File: config.mk
export PLATFORM = sky130hd
export DESIGN_NAME = max_seq_ctrl
export DESIGN_NICKNAME = d
export VERILOG_FILES = /design/src/rtl/max_pkg.sv /design/src/rtl/max_cmp_sel.sv /design/src/rtl/max_seq_ctrl.sv
export SDC_FILE = /design/constraint.sdc
export NUM_CORES = 1
export LEC_CHECK = 0
export CAP_MARGIN = 20
export CORE_MARGIN = 5
export CORE_UTILIZATION = 44
export CTS_BUF_LIST = sky130_fd_sc_hd__clkbuf_16
export CTS_CLUSTER_SIZE = 8
export DETAILED_ROUTE_END_ITERATION = 8
export MAX_ROUTING_LAYER = met4
export PLACE_DENSITY = 0.76
export SLEW_MARGIN = 20
export SYNTH_ARGS = -nofsm -noshare
export SYNTH_HDL_FRONTEND = slang
export SYNTH_SLANG_ARGS = --single-unit
export TNS_END_PERCENT = 1
File: constraint.sdc
create_clock -name clk -period 2.17 [get_ports clk]
set_input_delay 0.434 -clock clk [delete_from_list [all_inputs] [get_ports clk]]
set_output_delay 0.434 -clock clk [all_outputs]
set_load 0.01 [all_outputs]
File: src/rtl/max_pkg.sv
// max_pkg: shared state encoding and default sizing for the sequential max controller.
package max_pkg;

    typedef enum logic [1:0] {IDLE, ACCUM, HOLD} state_e;

    localparam int W_DEF  = 4;
    localparam int N_DEF  = 8;
    localparam int IW_DEF = $clog2(N_DEF);

endpackage

File: src/rtl/max_cmp_sel.sv
// max_cmp_sel: unsigned W-bit compare/select slice; ties select b.
module max_cmp_sel #(
    parameter int W = max_pkg::W_DEF
) (
    input  logic [W-1:0] a,
    input  logic [W-1:0] b,
    output logic         gt,
    output logic [W-1:0] sel_max
);

    assign gt      = a > b;
    assign sel_max = gt ? a : b;

endmodule

File: src/rtl/max_seq_ctrl.sv
// max_seq_ctrl: streams words through one compare/select slice, reporting frame max, index, count.
module max_seq_ctrl
    import max_pkg::*;
#(
    parameter int W  = W_DEF,
    parameter int N  = N_DEF,
    parameter int IW = $clog2(N)
) (
    input  logic          clk,
    input  logic          rst,
    input  logic          in_valid,
    output logic          in_ready,
    input  logic [W-1:0]  in_data,
    input  logic          in_last,
    output logic          out_valid,
    input  logic          out_ready,
    output logic [W-1:0]  out_max,
    output logic [IW-1:0] out_idx,
    output logic [IW:0]   out_count,
    output logic          out_trunc
);

    state_e        state_q, state_d;
    logic [W-1:0]  max_q, max_d, cmp_b, sel_max;
    logic [IW-1:0] idx_q, idx_d;
    logic [IW:0]   cnt_q, cnt_d, cnt_inc;
    logic          trunc_q, trunc_d, gt, accept, full, first;

    assign first     = state_q == IDLE;
    assign in_ready  = !rst && state_q != HOLD;
    assign out_valid = state_q == HOLD;
    assign accept    = in_valid && in_ready;
    // Comparing the first word against zero always selects it, so one slice covers both load and update.
    assign cmp_b     = first ? '0 : max_q;
    assign cnt_inc   = first ? (IW+1)'(1) : cnt_q + (IW+1)'(1);
    assign full      = cnt_inc == (IW+1)'(N);

    max_cmp_sel #(.W(W)) u_cmp (
        .a       (in_data),
        .b       (cmp_b),
        .gt      (gt),
        .sel_max (sel_max)
    );

    always_comb begin
        state_d = state_q;
        max_d   = max_q;
        idx_d   = idx_q;
        cnt_d   = cnt_q;
        trunc_d = trunc_q;
        if (accept) begin
            max_d   = sel_max;
            idx_d   = first ? '0 : (gt ? cnt_q[IW-1:0] : idx_q);
            cnt_d   = cnt_inc;
            trunc_d = full && !in_last;
            state_d = (in_last || full) ? HOLD : ACCUM;
        end else if (out_valid && out_ready) begin
            state_d = IDLE;
        end
    end

    always_ff @(posedge clk) begin
        if (rst) begin
            state_q <= IDLE;
            max_q   <= '0;
            idx_q   <= '0;
            cnt_q   <= '0;
            trunc_q <= 1'b0;
        end else begin
            state_q <= state_d;
            max_q   <= max_d;
            idx_q   <= idx_d;
            cnt_q   <= cnt_d;
            trunc_q <= trunc_d;
        end
    end

    assign out_max   = max_q;
    assign out_idx   = idx_q;
    assign out_count = cnt_q;
    assign out_trunc = trunc_q;

endmodule

==> Flow_metrics.wiki <==
{| class="wikitable"
! Metric !! Value
|-
| Status || finished, final reports clean
|-
| Gate family responsible for the most delay along the worst path || compound AO/OA/AOI/OAI gates
|-
| Count leader, synth || sky130_fd_sc_hd__dfxtp_1
|-
| Cell accounting for the most synthesized area || sky130_fd_sc_hd__dfxtp_1
|-
| Synth Instances || 76
|-
| Worst setup margin || 0.1113 ns
|-
| Count of standard-cell rows || 14
|-
| Final number of hold-violating endpoints || 0
|-
| Port buffer count || 22
|-
| CP max FO || 7
|-
| Via count of the first global-routing pass || 652
|-
| Insertion delay of the later-clocked pin in the worst-skew pair || 0.24 ns
|-
| Clock skew after layout || 0.004893 ns
|-
| Maximum resistive drop on vdd || 0.0004109 V
|-
| Final min period || 2.059 ns
|-
| Maximum frequency from static timing analysis || 485.7 MHz
|-
| Overall Global Routing Usage || 13.63%
|-
| Synth Area per Inst || 9.680 um2
|-
| Delay contributed by the slowest stage of the critical path || 0.36 ns
|-
| Number of sinks on the clock net || 14
|-
| Post-cts hold buffer count || 0
|-
| Pin slew with the least headroom to its limit || 0.4066 ns
|-
| Top area cells in the synthesized netlist || sky130_fd_sc_hd__dfxtp_1, sky130_fd_sc_hd__a32o_1, sky130_fd_sc_hd__ha_1, sky130_fd_sc_hd__nand2_1, sky130_fd_sc_hd__nand3_1
|-
| Proportion of layout cells with a drive suffix above 1 || 15.38%
|-
| Effective utilization at floorplan || 47.73%
|-
| Ratio of routed vias to standard cells || 5.575
|-
| Most common library cells after synthesis || sky130_fd_sc_hd__dfxtp_1, sky130_fd_sc_hd__a32o_1, sky130_fd_sc_hd__nand2_1
|-
| Yosys warning total || 0
|-
| Setup repair after global routing missed its margin || false
|-
| Synthesis-stage register bit count || 14
|-
| CTS H-tree lvls || 1
|-
| Clock root cell || sky130_fd_sc_hd__clkbuf_16
|-
| Count of final max-slew check failures || 0
|-
| Area of the placeable core || 1541 um2
|-
| Leakage component of the power || 0.4281 nW
|-
| Proportion of netlist area held by the largest area contributor || 38.10%
|-
| Wire length of the first global-routing pass || 2.732 mm
|-
| DR DRC count || 0
|-
| Worst Setup End Kind || flop
|-
| Fraction of registers with async set or reset after synthesis || 0%
|-
| Max transition margin || 72.79%
|-
| Share of cell area taken by muxes after synthesis || 0%
|-
| Post-synthesis cell area || 735.7 um2
|-
| Compound-Gate Fraction of Synth Area || 22.28%
|-
| Clock transition at path regs || 0.04 ns
|-
| Antenna cell count || 0
|-
| Hold crit path type || reg -> reg
|-
| Count of antenna-violating nets left after detailed routing || 0
|-
| Sequential element share of the synthesized area || 38.10%
|-
| Vertical die dimension || 50.89 um
|-
| Routability cong. || 0.8130
|-
| Buf+Inv Stages, Crit Path || 0
|-
| I/O pin count || 23
|-
| Total negative slack for setup checks || 0 ns
|-
| Final setup violation count || 0
|-
| Number of unique standard cell types used by synthesis || 31
|-
| Drt initial violations || 8
|-
| Slowest CP cell || sky130_fd_sc_hd__dfxtp_1
|-
| Maximum number of buffers from clock root to sink || 2
|-
| Half-perimeter wire length after detailed placement || 1.205 mm
|-
| Period utilization || 94.87%
|-
| Largest net degree at the start of global routing || 12
|-
| Count of flip-flops with a built-in enable after synthesis || 0
|-
| Predominant post-synthesis flop cell || sky130_fd_sc_hd__dfxtp_1
|-
| Share of synthesized cell area in and, or, nand and nor gates || 27.89%
|-
| Tightest hold margin || 0.4548 ns
|-
| Average detailed-routed wire length per instance || 13.85 um
|-
| First drt pass iteration count || 4
|-
| CP arrival || 2.18 ns
|-
| Layout area overhead || 45.92%
|-
| CTS tree || yes
|-
| Total Wirelength || 1.662 mm
|-
| Ordered cell list for the critical path || or2_2, and2_1, ha_1, nand4_1, o21ai_0, a21oi_2, o21ai_4, a32o_1
|-
| DIE WIDTH || 50.89 um
|-
| Worst slack at placement || 0.02059 ns
|-
| Worst Setup Path Type || reg -> reg
|-
| Total via count after detailed routing || 669
|-
| Total Nets Final || 119
|-
| Maximum Capacitance Violations || 0
|-
| Largest family of logic cells by synthesized area || simple AND/OR/NAND/NOR gates
|-
| Crit start category || flop
|-
| Number of buffers created by CTS || 3
|-
| Die Outline Area || 2590 um2
|-
| Total global routing overflow || 0
|-
| Required time worst endpoint || 2.30 ns
|-
| Mapped Nets || 90
|-
| Antenna violations before repair || 0
|-
| Share of synthesized cell area in full adder, half adder and majority cells || 8.503%
|-
| Post-Synth XOR/XNOR Area || 1.190%
|-
| Power per cell area || 688.3 nW/um2
|}
worst paths after layout:
path,from,to,slack (ns),cells past startpoint
setup reg to reg,state_q[1],out_max[3],0.11,8
setup / recovery,state_q[1],out_max[3],0.11,8
hold reg to reg,out_trunc,out_trunc,0.45,2
hold / removal,out_trunc,out_trunc,0.45,2
report_power, final:
group	switching [mW]	total (mW)	internal (mW)
Sequential	0.00979	0.278	0.268
Clock	0.0987	0.342	0.243
Combinational	0.0560	0.119	0.0632
metal layers:
layer  global-route usage, %  up-vias  wire [um]
li1                        -      340          -
met1                   15.72      311        787
met2                   22.52       16        781
met3                   2.616        2         83
met4                   6.383        0         10
met5                       -        -          0
through the flow:
stage / total power [mW] / std cells / cell area, um2 / utilization (%)
global route: 0.7638 / 120 / 1074 / 69.64
CTS: 0.7409 / 119 / 1066 / 69.16
finish: 0.7389 / 120 / 1074 / 69.64
floorplan: 0.3450 / 76 / 735.7 / -
global placement: 0.3967 / 115 / 987.2 / 64.04
detailed placement: 0.3973 / 115 / 987.2 / 64.04
kinds of logic (layout without fill, tap and decap cells):
group | Yosys count | after routing
AO/OA/AOI/OAI | 20 | 20
XOR/XNOR | 1 | 1
adder cells (fa/ha/maj) | 5 | 5
buffers and inverters | 4 | 32
flip-flops | 14 | 14
AND/OR/NAND/NOR | 32 | 32
state kept, by name, indices dropped and copies added, names as in the netlist:
register,flops
out_trunc,1
out_count,4
out_idx,3
state_q,2
out_max,4
layout by cell type (no fill, tap or decap), drive strengths merged:
cell type / instances
o22ai: 1
clkinv: 1
ha: 5
clkdlybuf4s50: 22
nor2: 5
nand2b: 2
o21a: 1
buf: 3
nor3: 1
xnor2: 1
o21ai: 4
a32o: 8
a31oi: 1
and3: 2
a22o: 1
nand2: 7
nand3: 4
nand4: 2
clkbuf: 3
or2: 1
nor2b: 4
and2: 4
inv: 3
dfxtp: 14
a21oi: 4
area by class of cell:
cell class | instances | area (um2)
clock inverters | 1 | 3.754
inverters | 3 | 11.26
flip-flops and latches | 14 | 280.3
well taps | 16 | 20.02
repair buffers | 25 | 242.7
fillers | 121 | 467.9
multi-input cells | 58 | 440.4
clock buffers | 3 | 75.07
worst register-to-register path: stages (launching register included):
cell                      delay, ns
sky130_fd_sc_hd__dfxtp_1       0.36
sky130_fd_sc_hd__or2_2         0.33
sky130_fd_sc_hd__and2_1        0.17
sky130_fd_sc_hd__ha_1          0.27
sky130_fd_sc_hd__nand4_1       0.07
sky130_fd_sc_hd__o21ai_0       0.11
sky130_fd_sc_hd__a21oi_2       0.24
sky130_fd_sc_hd__o21ai_4       0.12
sky130_fd_sc_hd__a32o_1        0.28
repair_timing:
| item | 4_1_cts | 5_1_grt |
|---|---|---|
| endpoints found under the hold margin | 0 | 0 |
| buffers inserted | 0 | 1 |
| setup endpoints to repair | 0 | 2 |
| resized for setup | 0 | 0 |
No activity file was read; power rests on OpenSTA's default activity.
